--- config.mk ---
export PLATFORM = sky130hd
export DESIGN_NAME = lcd_write_sequencer
export DESIGN_NICKNAME = d
export VERILOG_FILES = /design/src/rtl/lcd_pkg.sv /design/src/rtl/lcd_nibble_strobe.sv /design/src/rtl/lcd_write_sequencer.sv
export SDC_FILE = /design/constraint.sdc
export NUM_CORES = 1
export LEC_CHECK = 0
export BUFFER_PORTS_ARGS = -buffer_cell sky130_fd_sc_hd__buf_2
export CELL_PAD_IN_SITES_DETAIL_PLACEMENT = 2
export CELL_PAD_IN_SITES_GLOBAL_PLACEMENT = 2
export CORE_MARGIN = 4
export CORE_UTILIZATION = 35
export DETAILED_ROUTE_END_ITERATION = 16
export HOLD_SLACK_MARGIN = 0.15
export PLACE_DENSITY_LB_ADDON = 0.1
export SLEW_MARGIN = 5
export SYNTH_ARGS = -nofsm -noshare
export SYNTH_HDL_FRONTEND = slang
export SYNTH_SLANG_ARGS = --single-unit
--- constraint.sdc ---
create_clock -name clk -period 6.6 [get_ports clk]
set_clock_uncertainty 0.15 [all_clocks]
set_input_delay 0.33 -clock clk [delete_from_list [all_inputs] [get_ports clk]]
set_output_delay 0.33 -clock clk [all_outputs]
set_load 0.05 [all_outputs]
--- src/rtl/lcd_pkg.sv ---
// Shared constants for the 4-bit HD44780 write sequencer: FSM state codes,
// strobe phases, the init nibble/wait tables and the configuration byte ROM.
package lcd_pkg;

  localparam logic [3:0] S_PWRON     = 4'd0;
  localparam logic [3:0] S_INIT_NIB  = 4'd1;
  localparam logic [3:0] S_INIT_WAIT = 4'd2;
  localparam logic [3:0] S_CFG       = 4'd3;
  localparam logic [3:0] S_IDLE      = 4'd4;
  localparam logic [3:0] S_HI_NIB    = 4'd5;
  localparam logic [3:0] S_GAP       = 4'd6;
  localparam logic [3:0] S_LO_NIB    = 4'd7;
  localparam logic [3:0] S_POST_WAIT = 4'd8;

  localparam logic [1:0] PH_IDLE  = 2'd0;
  localparam logic [1:0] PH_SETUP = 2'd1;
  localparam logic [1:0] PH_PULSE = 2'd2;
  localparam logic [1:0] PH_HOLD  = 2'd3;

  localparam logic [3:0] INIT_NIB_WAKE = 4'h3;
  localparam logic [3:0] INIT_NIB_4BIT = 4'h2;

  localparam logic [7:0] CFG_FUNC_SET   = 8'h28;
  localparam logic [7:0] CFG_ENTRY_MODE = 8'h06;
  localparam logic [7:0] CFG_DISP_ON    = 8'h0C;
  localparam logic [7:0] CFG_CLEAR      = 8'h01;

  localparam logic [7:0] OP_CLEAR = 8'h01;
  localparam logic [7:0] OP_HOME  = 8'h02;

  function automatic int max_int(input int a, input int b);
    return (a > b) ? a : b;
  endfunction

  // Three wake-up nibbles, then the switch to 4-bit mode.
  function automatic logic [3:0] init_nibble(input logic [1:0] idx);
    return (idx == 2'd3) ? INIT_NIB_4BIT : INIT_NIB_WAKE;
  endfunction

  function automatic int init_wait(input logic [1:0] idx, input int t1,
                                   input int t2, input int tc);
    case (idx)
      2'd0:    return t1;
      2'd1:    return t2;
      default: return tc;
    endcase
  endfunction

  function automatic logic [7:0] cfg_byte(input logic [1:0] idx);
    case (idx)
      2'd0:    return CFG_FUNC_SET;
      2'd1:    return CFG_ENTRY_MODE;
      2'd2:    return CFG_DISP_ON;
      default: return CFG_CLEAR;
    endcase
  endfunction

  // Clear and home need the long execution wait; everything else is short.
  function automatic logic is_slow_cmd(input logic rs, input logic [7:0] data);
    return !rs && ((data == OP_CLEAR) || (data == OP_HOME));
  endfunction

endpackage

--- src/rtl/lcd_nibble_strobe.sv ---
// One enable-strobed nibble transfer: T_SETUP cycles setup, T_PULSE cycles
// with e high, one hold cycle. d is cleared afterwards, rs is kept.
module lcd_nibble_strobe
  import lcd_pkg::*;
#(
  parameter int T_SETUP = 2,
  parameter int T_PULSE = 12
) (
  input  logic       clk,
  input  logic       rst,
  input  logic       start_i,
  input  logic [3:0] nibble_i,
  input  logic       rs_i,
  output logic [3:0] d_o,
  output logic       rs_o,
  output logic       e_o,
  output logic       done_o
);

  localparam int SW = $clog2(max_int(T_SETUP, T_PULSE) + 1);

  logic [1:0]    phase_q, phase_d;
  logic [SW-1:0] cnt_q, cnt_d;
  logic [3:0]    d_q, d_d;
  logic          rs_q, rs_d;
  logic          e_q, e_d;

  // NOTE: every output of this block gets a default first, so no path
  // leaves a variable unassigned and no latch is inferred.
  always_comb begin
    phase_d = phase_q;
    cnt_d   = cnt_q;
    d_d     = d_q;
    rs_d    = rs_q;
    e_d     = e_q;
    case (phase_q)
      PH_SETUP: begin
        if (cnt_q == '0) begin
          phase_d = PH_PULSE;
          cnt_d   = SW'(T_PULSE - 1);
          e_d     = 1'b1;
        end else begin
          cnt_d = cnt_q - SW'(1);
        end
      end
      PH_PULSE: begin
        if (cnt_q == '0) begin
          phase_d = PH_HOLD;
          e_d     = 1'b0;
        end else begin
          cnt_d = cnt_q - SW'(1);
        end
      end
      PH_HOLD: begin
        phase_d = PH_IDLE;
        d_d     = 4'h0;
      end
      default: ;
    endcase
    if (start_i) begin
      phase_d = PH_SETUP;
      cnt_d   = SW'(T_SETUP - 1);
      d_d     = nibble_i;
      rs_d    = rs_i;
      e_d     = 1'b0;
    end
  end

  // NOTE: state registers use non-blocking assignments so every flop
  // samples the pre-edge value, independent of statement order.
  always_ff @(posedge clk) begin
    if (rst) begin
      phase_q <= PH_IDLE;
      cnt_q   <= '0;
      d_q     <= 4'h0;
      rs_q    <= 1'b0;
      e_q     <= 1'b0;
    end else begin
      phase_q <= phase_d;
      cnt_q   <= cnt_d;
      d_q     <= d_d;
      rs_q    <= rs_d;
      e_q     <= e_d;
    end
  end

  assign d_o    = d_q;
  assign rs_o   = rs_q;
  assign e_o    = e_q;
  assign done_o = (phase_q == PH_HOLD);

endmodule

--- src/rtl/lcd_write_sequencer.sv ---
// Character LCD writer in 4-bit mode: power-on init, configuration, then
// upstream byte writes. Define LCD_INIT_EN to build the init/config sequence.
module lcd_write_sequencer
  import lcd_pkg::*;
#(
  parameter int T_PWRON  = 750000,
  parameter int T_INIT1  = 205000,
  parameter int T_INIT2  = 5000,
  parameter int T_CMD    = 2000,
  parameter int T_CLR    = 82000,
  parameter int T_SETUP  = 2,
  parameter int T_PULSE  = 12,
  parameter int T_NIBGAP = 50
) (
  input  logic       clk,
  input  logic       rst,
  input  logic       req_valid,
  input  logic       req_rs,
  input  logic [7:0] req_data,
  output logic       req_ready,
  output logic       init_done,
  output logic [3:0] d,
  output logic       rs,
  output logic       rw,
  output logic       e,
  output logic       sf_e
);

  localparam int T_MAX = max_int(max_int(max_int(T_PWRON, T_INIT1),
                                         max_int(T_INIT2, T_CMD)),
                                 max_int(T_CLR, T_NIBGAP));
  localparam int CNT_W = $clog2(T_MAX);

`ifdef LCD_INIT_EN
  localparam logic [3:0] RESET_STATE = S_PWRON;
`else
  localparam logic [3:0] RESET_STATE = S_IDLE;
`endif

  logic [3:0]       state_q, state_d;
  logic [CNT_W-1:0] cnt_q, cnt_d, cnt_dec;
  logic [1:0]       idx_q, idx_d;
  logic [7:0]       data_q, data_d;
  logic             rs_q, rs_d;
  logic             init_done_q, init_done_d;
  logic             ready_q, ready_d;

  logic             strb_start;
  logic [3:0]       strb_nib;
  logic             strb_rs;
  logic             strb_done;

  assign cnt_dec = cnt_q - CNT_W'(1);

  always_comb begin
    state_d     = state_q;
    cnt_d       = cnt_q;
    idx_d       = idx_q;
    data_d      = data_q;
    rs_d        = rs_q;
`ifdef LCD_INIT_EN
    init_done_d = init_done_q;
`else
    init_done_d = 1'b1;
`endif
    strb_start  = 1'b0;
    strb_nib    = 4'h0;
    strb_rs     = 1'b0;
    case (state_q)
      S_PWRON: begin
        if (cnt_q == '0) begin
          state_d    = S_INIT_NIB;
          strb_start = 1'b1;
          strb_nib   = init_nibble(idx_q);
        end else begin
          cnt_d = cnt_dec;
        end
      end
      S_INIT_NIB: begin
        if (strb_done) begin
          state_d = S_INIT_WAIT;
          cnt_d   = CNT_W'(init_wait(idx_q, T_INIT1, T_INIT2, T_CMD) - 1);
        end
      end
      S_INIT_WAIT: begin
        if (cnt_q != '0) begin
          cnt_d = cnt_dec;
        end else if (idx_q == 2'd3) begin
          state_d = S_CFG;
          idx_d   = 2'd0;
        end else begin
          state_d    = S_INIT_NIB;
          idx_d      = idx_q + 2'd1;
          strb_start = 1'b1;
          strb_nib   = init_nibble(idx_q + 2'd1);
        end
      end
      S_CFG: begin
        state_d    = S_HI_NIB;
        data_d     = cfg_byte(idx_q);
        rs_d       = 1'b0;
        strb_start = 1'b1;
        strb_nib   = cfg_byte(idx_q) >> 4;
      end
      S_IDLE: begin
        if (req_valid && ready_q) begin
          state_d    = S_HI_NIB;
          data_d     = req_data;
          rs_d       = req_rs;
          strb_start = 1'b1;
          strb_nib   = req_data[7:4];
          strb_rs    = req_rs;
        end
      end
      S_HI_NIB: begin
        if (strb_done) begin
          state_d = S_GAP;
          cnt_d   = CNT_W'(T_NIBGAP - 1);
        end
      end
      S_GAP: begin
        if (cnt_q == '0) begin
          state_d    = S_LO_NIB;
          strb_start = 1'b1;
          strb_nib   = data_q[3:0];
          strb_rs    = rs_q;
        end else begin
          cnt_d = cnt_dec;
        end
      end
      S_LO_NIB: begin
        if (strb_done) begin
          state_d = S_POST_WAIT;
          cnt_d   = is_slow_cmd(rs_q, data_q) ? CNT_W'(T_CLR - 1)
                                              : CNT_W'(T_CMD - 1);
        end
      end
      S_POST_WAIT: begin
        if (cnt_q != '0) begin
          cnt_d = cnt_dec;
        end else if (init_done_q) begin
          state_d = S_IDLE;
        end else if (idx_q == 2'd3) begin
          state_d     = S_IDLE;
          init_done_d = 1'b1;
        end else begin
          state_d = S_CFG;
          idx_d   = idx_q + 2'd1;
        end
      end
      default: state_d = RESET_STATE;
    endcase
  end

  // Ready is registered: it asserts in the first IDLE cycle and drops the
  // cycle after an accept.
  assign ready_d = (state_d == S_IDLE) && init_done_d;

  always_ff @(posedge clk) begin
    if (rst) begin
      state_q     <= RESET_STATE;
      cnt_q       <= CNT_W'(T_PWRON - 1);
      idx_q       <= 2'd0;
      data_q      <= 8'h00;
      rs_q        <= 1'b0;
      init_done_q <= 1'b0;
      ready_q     <= 1'b0;
    end else begin
      state_q     <= state_d;
      cnt_q       <= cnt_d;
      idx_q       <= idx_d;
      data_q      <= data_d;
      rs_q        <= rs_d;
      init_done_q <= init_done_d;
      ready_q     <= ready_d;
    end
  end

  lcd_nibble_strobe #(
    .T_SETUP (T_SETUP),
    .T_PULSE (T_PULSE)
  ) u_strobe (
    .clk      (clk),
    .rst      (rst),
    .start_i  (strb_start),
    .nibble_i (strb_nib),
    .rs_i     (strb_rs),
    .d_o      (d),
    .rs_o     (rs),
    .e_o      (e),
    .done_o   (strb_done)
  );

  assign req_ready = ready_q;
  assign init_done = init_done_q;
  assign rw        = 1'b0;
  assign sf_e      = 1'b1;

endmodule

-- Word-level counts from Yosys, hierarchy flattened
Cells that the tools add are included.
- $add $sub $neg: 4
- equal/unequal tests: 34
- mux-type cells: 63
- reductions and logical operators: 28
- operators with widths (cell ; number):
    2-to-1 mux 20 bit ; 7
    case mux 20 bit (5 select lines) ; 1
    2-to-1 mux 4 bit ; 14
    case mux 18 bit (2 select lines) ; 1
    case mux 4 bit (9 select lines) ; 1
    2-to-1 mux 2 bit ; 11
    equality test 4 x 3 -> 1 bit (second input constant) ; 5
    zero test 20 bit ; 1
    != test 2 bit (second input constant) ; 10
    case mux 4 bit (5 select lines) ; 1
    nonzero test 20 bit ; 1
    subtractor 20 x 1 -> 20 bit (second input constant) ; 1
    subtractor 20 x 2 -> 20 bit (second input constant) ; 1
    case mux 6 bit (3 select lines) ; 1
    2-to-1 mux 17 bit ; 1
    case mux 8 bit (2 select lines) ; 1
    2-to-1 mux 1 bit ; 14
    equality test 2 bit (second input constant) ; 5
    AND reduction 3 bit ; 3
    equality test 4 x 2 -> 1 bit (second input constant) ; 2
    equality test 8 x 1 -> 1 bit (second input constant) ; 1
    equality test 8 x 2 -> 1 bit (second input constant) ; 1
    zero test 4 bit ; 2
    2-to-1 mux 8 bit ; 1
    26 further kinds ; 42
- flip-flop bits (word level): 49
- input bits: 12
- output and inout port bits: 10
- logic and storage cells: 143

-- Longest topological paths before layout
Gate-level depths: netlist of the first run.
- depth after elaboration: 7
- mapped depth: 8
- gate-level depth less buffers: 7

-- Cells and area by module
Synthesis of the first run repeated with hierarchy kept, for this count alone.
- cells, all modules: 380
- area, all modules: 3074.2 µm²
- by module, submodules not included (module ; instances ; cells an instance ; area each (µm²) ; seq. area each (µm²)):
    lcd_write_sequencer ; 1 ; 310 ; 2447.3 ; 740.7
    lcd_nibble_strobe ; 1 ; 70 ; 626.9 ; 240.2

-- Worst setup path before layout of the first run
Ideal clock, no wire load.
- path type: register -> register
- start point: register u_strobe.phase_q[0]
- end point: register cnt_q[13]
- setup time: 0.122 ns
- arrival time: 1.886 ns
- data required time: 6.328 ns
- slack: 4.442 ns
- cell stages (with the launch flop): 9
- buffers on the path: 2
- clock period less this slack: 2.158 ns
- path through: dfxtp_1 ha_1 buf_4 inv_1 o311a_2 a21oi_2 buf_4 o21ai_0 a221o_1
- cells in the longest elaborated chain, start to end: 3
- elaborated cells on any way between the ends: 5
- those cells by class: 4 x eq/ne; 1 x reduce/logical
- RTL lines (what ; RTL line ; RTL):
    from (decl) ; lcd_nibble_strobe.sv:22 ; logic [1:0] phase_q, phase_d;
    from (signal assigned) ; lcd_nibble_strobe.sv:79 ; phase_q <= phase_d;
    equality test 2 bit (*) ; lcd_nibble_strobe.sv:90 ; assign done_o = (phase_q == PH_HOLD);
    != test 2 bit (no source line) ; -- ;
    AND reduction 6 bit (no source line) (*) ; -- ;
    to (signal assigned) ; lcd_write_sequencer.sv:162 ; cnt_q <= CNT_W'(T_PWRON - 1);
    to (signal assigned) ; lcd_write_sequencer.sv:170 ; cnt_q <= cnt_d;
    to (decl) ; lcd_write_sequencer.sv:41 ; logic [CNT_W-1:0] cnt_q, cnt_d, cnt_dec;
Mark *: on every way between the ends. The rest lies on a longest branch, timed or not.
A chain may end at the register's enable or synchronous reset.

-- Final worst setup path of the first run
- start point: register u_strobe.phase_q[0]
- end point: register cnt_q[5]
Same word-level chain as after synthesis.

==> run_results.csv, run 1 <==
group,metric,value,unit
outcome,status,"completed",
logic_synthesis,yosys_warnings,0,
power_and_ir_drop,ir_drop,0.0728,mV
route,routedWlPerCell,21.3,µm
final_layout,drive_gt1_share,12.8,%
route,drc,0,
worst_setup_path,rr_startpoint,"u_strobe.phase_q[0]",
worst_hold_path,hold_start,"req_data[3]",
clock_network,cts_tree,"yes",
global_route,grt_pass1_vias,3067,
worst_setup_path,worst_ep_required_time,6650,ps
sta,final_max_slew_viol_count,0,
worst_setup_path,cp_num_buf_inv,1,
power_and_ir_drop,p_switching,249,µW
route,drt-total-wl,10500,µm
sta,fin_crit_sh,48.6,%
logic_synthesis,async_flop_share,0,%
flow_run,drv_cap,0,
logic_synthesis,synth_fp_nets,401,
worst_setup_path,r2r_slack,3390,ps
worst_setup_path,path_cells,"ha_1, inv_1, o311a_2, a21oi_2, o21ai_0, a221o_1",
floorplanning,die_x,103,µm
sta,clock.fmax,312,MHz
route,postRouteAntennaNets,0,
placed_design,hpwl,7710,µm
final_layout,nFillCells,993,
logic_synthesis,synthFlopType,"dfxtp_1",
route,met3_length,198,µm
clock_network,numCtsBuffers,5,
clock_network,cts_setup_buffers,0,
clock_network,clkLatencyLatePin,310,ps
logic_synthesis,synth_cell_types,73,
placed_design,place_congestion,0.785,
route,wl_met2,4900,µm
clock_network,postCtsHoldBufs,2,
floorplanning,rows,34,
route,first_pass_iters,4,
final_layout,diodes,0,
logic_synthesis,synth.avg_cell_area,8.32,µm²
worst_setup_path,cp_max_fo,23,
global_route,grt_pass1_wl,17000,µm
sta,finalSetupViolCount,0,
worst_setup_path,cp_slowest_stage_delay,760,ps
worst_setup_path,start_kind,"register",
worst_setup_path,r2r_end,"cnt_q[5]",
route,met1_length,5350,µm
power_and_ir_drop,leakage,0.00121,µW
global_route,grt.total_usage,20.8,%
floorplanning,core_area,8720,µm²
final_layout,finalNetCount,407,
power_and_ir_drop,p_seq_share,45.3,%
route,top_layer,"met4",
clock_network,cts.clk_slew.worst_paths,100,ps
worst_setup_path,reg2regPathDepth,6,
clock_network,clockBufferDepth,2,
global_route,grt_max_degree,39,
route,vias,2963,
logic_synthesis,syn-cell-area,3130,µm²
sta,finalSetupTns,0,ps
power_and_ir_drop,comb_power_share,23.5,%
worst_hold_path,holdPathStages,3,
logic_synthesis,ys_ff_latch,49,
global_route,antenna_found_initial,0,
global_route,grt-ovfl-total,0,
logic_synthesis,yosys.area.top_type,"dfxtp_1",
worst_setup_path,worst-endpoint-arrival,3250,ps
floorplanning,die_area,10500,µm²
worst_setup_path,cpLargestDelayFamily,"compound AO/OA/AOI/OAI gates",
worst_setup_path,endpoint_kind,"register",
worst_setup_path,crit_slowest_cell,"a21oi_2",
final_layout,final_cell_count_no_fill,491,
final_layout,area_growth,7.92,%
route,viasPerCell,6.03,
clock_network,cts.repair.resized,0,
power_and_ir_drop,power_frac_clock,31.2,%
logic_synthesis,synth_edf_count,0,
power_and_ir_drop,p_sw_share,32.9,%
clock_network,cts-root-buf,"clkbuf_8",
logic_synthesis,synthTopCellsByArea,"dfxtp_1, ha_1, nor2_1",
floorplanning,num_io_pins,22,
placed_design,post-place-cells,481,
floorplanning,fp.dieH,103,µm
worst_setup_path,crit_type,"register to register",
sta,worst_slew_margin_rel,33.7,%
clock_network,clkSinkCount,49,
floorplanning,start_util,35.9,%
power_and_ir_drop,p_per_area,225,nW/µm²
worst_hold_path,hp-class,"input pin to register",
placed_design,port_buffers,19,
sta,rsz0062_at_grt,"false",
logic_synthesis,syn_inst,376,
power_and_ir_drop,p_int,509,µW
sta,tightest_slew,995,ps
logic_synthesis,synth_top_area_share,31.3,%
route,drt-initial-drc-count,163,
sta,period_needed,3210,ps
clock_network,cts-htree-levels,2,
worst_hold_path,holdPathEnd,"data_q[3]",
logic_synthesis,synth_seq_area_share,31.3,%
sta,finalHoldViolations,0,
[layout make-up]
| type | count | area, µm² | area share, % |
|---|---|---|---|
| multi-input cells | 289 | 1960 | 58.1 |
| flip-flops and latches | 49 | 981 | 29.0 |
| well taps | 108 | 135 | 4.00 |
| repair buffers | 22 | 123 | 3.63 |
| clock buffers | 6 | 82.6 | 2.45 |
| inverters | 15 | 56.3 | 1.67 |
| clock inverters | 2 | 37.5 | 1.11 |
[placed cells by master (no fill, tap or decap), types with 6 or more instances in the layout]
| cell | n |
|---|---|
| nor3_1 | 14 |
| buf_2 | 19 |
| nor2_1 | 38 |
| a21oi_1 | 21 |
| nand3_1 | 13 |
| a211oi_1 | 9 |
| mux2i_1 | 8 |
| nand2_1 | 22 |
| o21ai_0 | 23 |
| inv_1 | 15 |
| a221o_1 | 7 |
| or3_1 | 7 |
| dfxtp_1 | 49 |
| clkbuf_8 | 6 |
| ha_1 | 13 |
[flip-flops by register name, indices dropped and copies added, names as in the netlist]
signal	cells
cnt_q	20
data_q	8
req_ready	1
u_strobe.e_o	1
state_q	4
u_strobe.cnt_q	4
u_strobe.d_o	4
u_strobe.rs_o	1
idx_q	2
rs_q	1
init_done	1
u_strobe.phase_q	2
[per-layer routing]
metal	GRT usage [%]	vias to the layer above
met5	0	-
met4	3.73	0
met3	2.23	2
met2	32.4	30
met1	31.3	1504
li1	-	1427
[worst min-delay path: stages]
cell and delay [ps]:
buf_2 80, a211oi_1 60, nor3_1 130
[Yosys cell counts (4+ instances only)]
| cell type | count |
|---|---|
| o21ai_0 | 23 |
| a21o_1 | 4 |
| nor2b_1 | 4 |
| o32ai_1 | 5 |
| dfxtp_1 | 49 |
| a211oi_1 | 9 |
| a21oi_1 | 21 |
| inv_1 | 15 |
| mux2i_1 | 8 |
| nor4_1 | 4 |
| a221o_1 | 7 |
| or3_1 | 7 |
| nand4_1 | 5 |
| o311ai_0 | 4 |
| or4_1 | 5 |
| nor3_1 | 14 |
| a311o_1 | 4 |
| buf_2 | 8 |
| ha_1 | 13 |
| nand2_1 | 22 |
| nor2_1 | 38 |
| clkbuf_1 | 7 |
| o22ai_1 | 4 |
| buf_4 | 7 |
| nand3_1 | 13 |
| nand2b_1 | 5 |
[through the flow]
| stage | hold slack [ps] | util (%) | area, µm² | total power (µW) | worst slack [ps] |
|---|---|---|---|---|---|
| 2_1_floorplan | 291 | - | 3130 | 483 | 4440 |
| 3_3_place_gp | 303 | 37.1 | 3240 | 522 | 3610 |
| 3_5_place_dp | 319 | 37.1 | 3240 | 529 | 3470 |
| 4_1_cts | 195 | 38.7 | 3380 | 766 | 3400 |
| 5_1_grt | 209 | 38.7 | 3380 | 802 | 3190 |
| 6_report | 193 | 38.7 | 3380 | 759 | 3390 |
[worst max path at each step]
stage                                    from  depth (start not counted)         to
final                     u_strobe.phase_q[0]                          6   cnt_q[5]
after global routing      u_strobe.phase_q[0]                          6   cnt_q[5]
after detailed placement  u_strobe.phase_q[0]                          6   cnt_q[5]
after floorplan           u_strobe.phase_q[0]                          8  cnt_q[13]
after global placement    u_strobe.phase_q[0]                          6   cnt_q[5]
after CTS                 u_strobe.phase_q[0]                          6   cnt_q[5]
[power groups by stage]
stage          registers (µW)  clock network (µW)  logic [µW]
6_report                  344                 237         178
3_5_place_dp              351                   0         178
5_1_grt                   348                 256         198
3_3_place_gp              349                   0         173
4_1_cts                   344                 243         180
2_1_floorplan             360                   0         123
[kinds of logic (layout without fill, tap and decap cells)]
family | Yosys count | in the layout | share of synthesized area, %
DFF | 49 | 49 | 31.3
AOI/OAI and AO/OA | 113 | 113 | 25.3
muxes | 9 | 9 | 2.92
and+or+nand+nor | 150 | 150 | 28.5
buffers and inverters | 38 | 45 | 5.96
other | 2 | 2 | 0.240
adders and majority gates | 13 | 13 | 5.20
xor gates and xnor gates | 2 | 2 | 0.560
(Power assumes the default switching activity.)
==> run 2, diff against run 1 <==
--- a/config.mk
+++ b/config.mk
@@ -5,11 +5,12 @@
 export SDC_FILE = /design/constraint.sdc
 export NUM_CORES = 1
 export LEC_CHECK = 0
+export ABC_AREA = 1
 export BUFFER_PORTS_ARGS = -buffer_cell sky130_fd_sc_hd__buf_2
 export CELL_PAD_IN_SITES_DETAIL_PLACEMENT = 2
 export CELL_PAD_IN_SITES_GLOBAL_PLACEMENT = 2
 export CORE_MARGIN = 4
-export CORE_UTILIZATION = 35
+export CORE_UTILIZATION = 33
 export DETAILED_ROUTE_END_ITERATION = 16
 export HOLD_SLACK_MARGIN = 0.15
 export PLACE_DENSITY_LB_ADDON = 0.1
==> constraint.sdc (replaced) <==
create_clock -name clk -period 2.95 [get_ports clk]
set_clock_uncertainty 0.15 [all_clocks]
set_input_delay 0.1475 -clock clk [delete_from_list [all_inputs] [get_ports clk]]
set_output_delay 0.1475 -clock clk [all_outputs]
set_load 0.05 [all_outputs]
==> run_results.csv, run 2 <==
group,metric,value,unit
outcome,status,"completed",
placed_design,port_buffers,19,
logic_synthesis,synth_top_area_share,30.7,%
logic_synthesis,yosysMostFrequentCell,"nand2_1",
sta,tightest_slew,920,ps
final_layout,largest_registers,"cnt_q x20, data_q x8",
floorplanning,core_area,9330,µm²
sta,finalSetupTns,0,ps
route,drc,0,
final_layout,seqCellArea,981,µm²
clock_network,clockBufferDepth,2,
floorplanning,num_io_pins,22,
worst_setup_path,endpoint_kind,"register",
worst_setup_path,start_kind,"register",
power_and_ir_drop,p_per_area,541,nW/µm²
power_and_ir_drop,ir_drop,0.224,mV
final_layout,diodes,0,
logic_synthesis,async_flop_share,0,%
clock_network,cts-htree-levels,2,
logic_synthesis,synth_seq_area_share,30.7,%
route,vias,3360,
logic_synthesis,synth.avg_cell_area,6.47,µm²
flow_run,drv_cap,0,
worst_setup_path,worst_ep_required_time,3060,ps
logic_synthesis,synthFlopType,"dfxtp_1",
worst_setup_path,cp_max_fo,5,
final_layout,mostFrequentLayoutCells,"nand2_1, nor2_1, inv_1",
logic_synthesis,synth_fp_nets,518,
route,postRouteAntennaNets,0,
floorplanning,start_util,34.2,%
logic_synthesis,synth_cell_types,39,
logic_synthesis,yosys.area.top_type,"dfxtp_1",
global_route,antenna_found_initial,0,
logic_synthesis,yosys_warnings,0,
worst_setup_path,crit_type,"register to register",
route,drt-initial-drc-count,101,
logic_synthesis,syn-cell-area,3190,µm²
floorplanning,rows,35,
clock_network,clkLatencyLatePin,310,ps
sta,clock.fmax,374,MHz
clock_network,cts_tree,"yes",
route,drt-total-wl,11500,µm
clock_network,clkSinkCount,49,
floorplanning,fp.dieH,106,µm
final_layout,finalNetCount,548,
sta,whs,251,ps
clock_network,numCtsBuffers,5,
global_route,grt-ovfl-total,0,
logic_synthesis,synth_edf_count,0,
global_route,grt_max_degree,28,
clock_network,cts.clk_slew.worst_paths,100,ps
placed_design,place_congestion,0.845,
floorplanning,die_x,106,µm
clock_network,cts-root-buf,"clkbuf_8",
route,routedWlPerCell,17.6,µm
route,viasPerCell,5.15,
logic_synthesis,ys_ff_latch,49,
global_route,grt_pass1_wl,18800,µm
sta,finalSetupViolCount,0,
sta,final_max_slew_viol_count,0,
global_route,grt.total_usage,20.8,%
final_layout,largest_reg_flops,20,
route,first_pass_iters,4,
logic_synthesis,ys_top_cells_by_count,"nand2_1, nor2_1, inv_1",
final_layout,area_growth,14.2,%
worst_hold_path,hp-class,"input pin to register",
sta,rsz0062_at_grt,"false",
sta,fin_crit_sh,90.7,%
sta,period_needed,2680,ps
worst_setup_path,worst-endpoint-arrival,2780,ps
power_and_ir_drop,leakage,0.00161,µW
final_layout,layout.cells.most_common,"nand2_1",
final_layout,multiInputGateArea,1900,µm²
floorplanning,die_area,11300,µm²
global_route,grt_pass1_vias,3593,
final_layout,nFillCells,1168,
sta,worst_slew_margin_rel,38.6,%
final_layout,regMostFlops,"cnt_q",
power_and_ir_drop,power.total,1970,µW
sta,finalHoldViolations,0,
logic_synthesis,synthTopCellsByArea,"dfxtp_1, nand2_1, nand3_1",
final_layout,drive_gt1_share,11.8,%
placed_design,hpwl,8700,µm
logic_synthesis,syn_inst,493,
==> run 2: cell families after synthesis <==
logic type	share of synthesized area, %
and+or+nand+nor	39.2
buffers and inverters	9.76
AOI/OAI and AO/OA	12.7
DFF	30.7
adders and majority gates	5.10
xor gates and xnor gates	1.65
other	0.235
muxes	0.627
==> run 2: area by class of cell <==
cell class,instances,area share [%]
sequential,49,26.9
clock inverter,1,0.824
clock buffer,7,2.37
inverter,60,6.18
tap,129,4.43
timing repair buffer,36,7.08
multi-input combinational,371,52.2
==> run 2: metal layers <==
layer	vias up	global-route usage [%]	part of all wire (%)
met3	6	2.37	2.7
met5	-	0	0
li1	1651	-	-
met1	1666	27.8	48
met2	37	36.8	49
met4	0	3.15	0.64
==> run 2: path summary, 6_finish.rpt <==
check	slack, ps	startpoint	to	depth (start not counted)
max	270	state_q[1]	data_q[4]	9
min	250	req_valid	u_strobe.rs_o	5
max reg2reg	270	state_q[1]	data_q[4]	9
min reg2reg	320	u_strobe.e_o	u_strobe.e_o	2
==> run 2: per-stage QoR <==
step	utilization, %	std cells	area [µm²]	worst slack, ps
after detailed placement	36.1	629	3370	603
after CTS	38.9	651	3620	124
final	39.0	653	3640	274
after floorplan	-	493	3190	1190
after global routing	39.0	653	3640	102
after global placement	36.1	629	3370	631
==> run 2: what timing repair did <==
item | 4_1_cts | 5_1_grt
hold buffers | 14 | 0
endpoints found under the hold margin | 17 | 0
endpoints found under the setup margin | 0 | 1
setup buffers | 0 | 2
resized for setup | 0 | 1
==> run 2: critical path, stage by stage (launching register included) <==
cell	delay [ps]
dfxtp_1	370
nor2_2	210
inv_1	100
nor2_4	150
nand3_2	150
nor2_1	180
dlygate4sd3_1	590
inv_1	50
a21oi_1	120
dlygate4sd3_1	550
==> run 2: power breakdown <==
group / leakage (µW) / switching, µW / internal (µW) / total [µW]
combinational: 0.00115 / 412 / 224 / 636
sequential: 0.000399 / 72.8 / 737 / 810
clock: 0.0000585 / 248 / 277 / 526
total: 0.00161 / 733 / 1240 / 1970
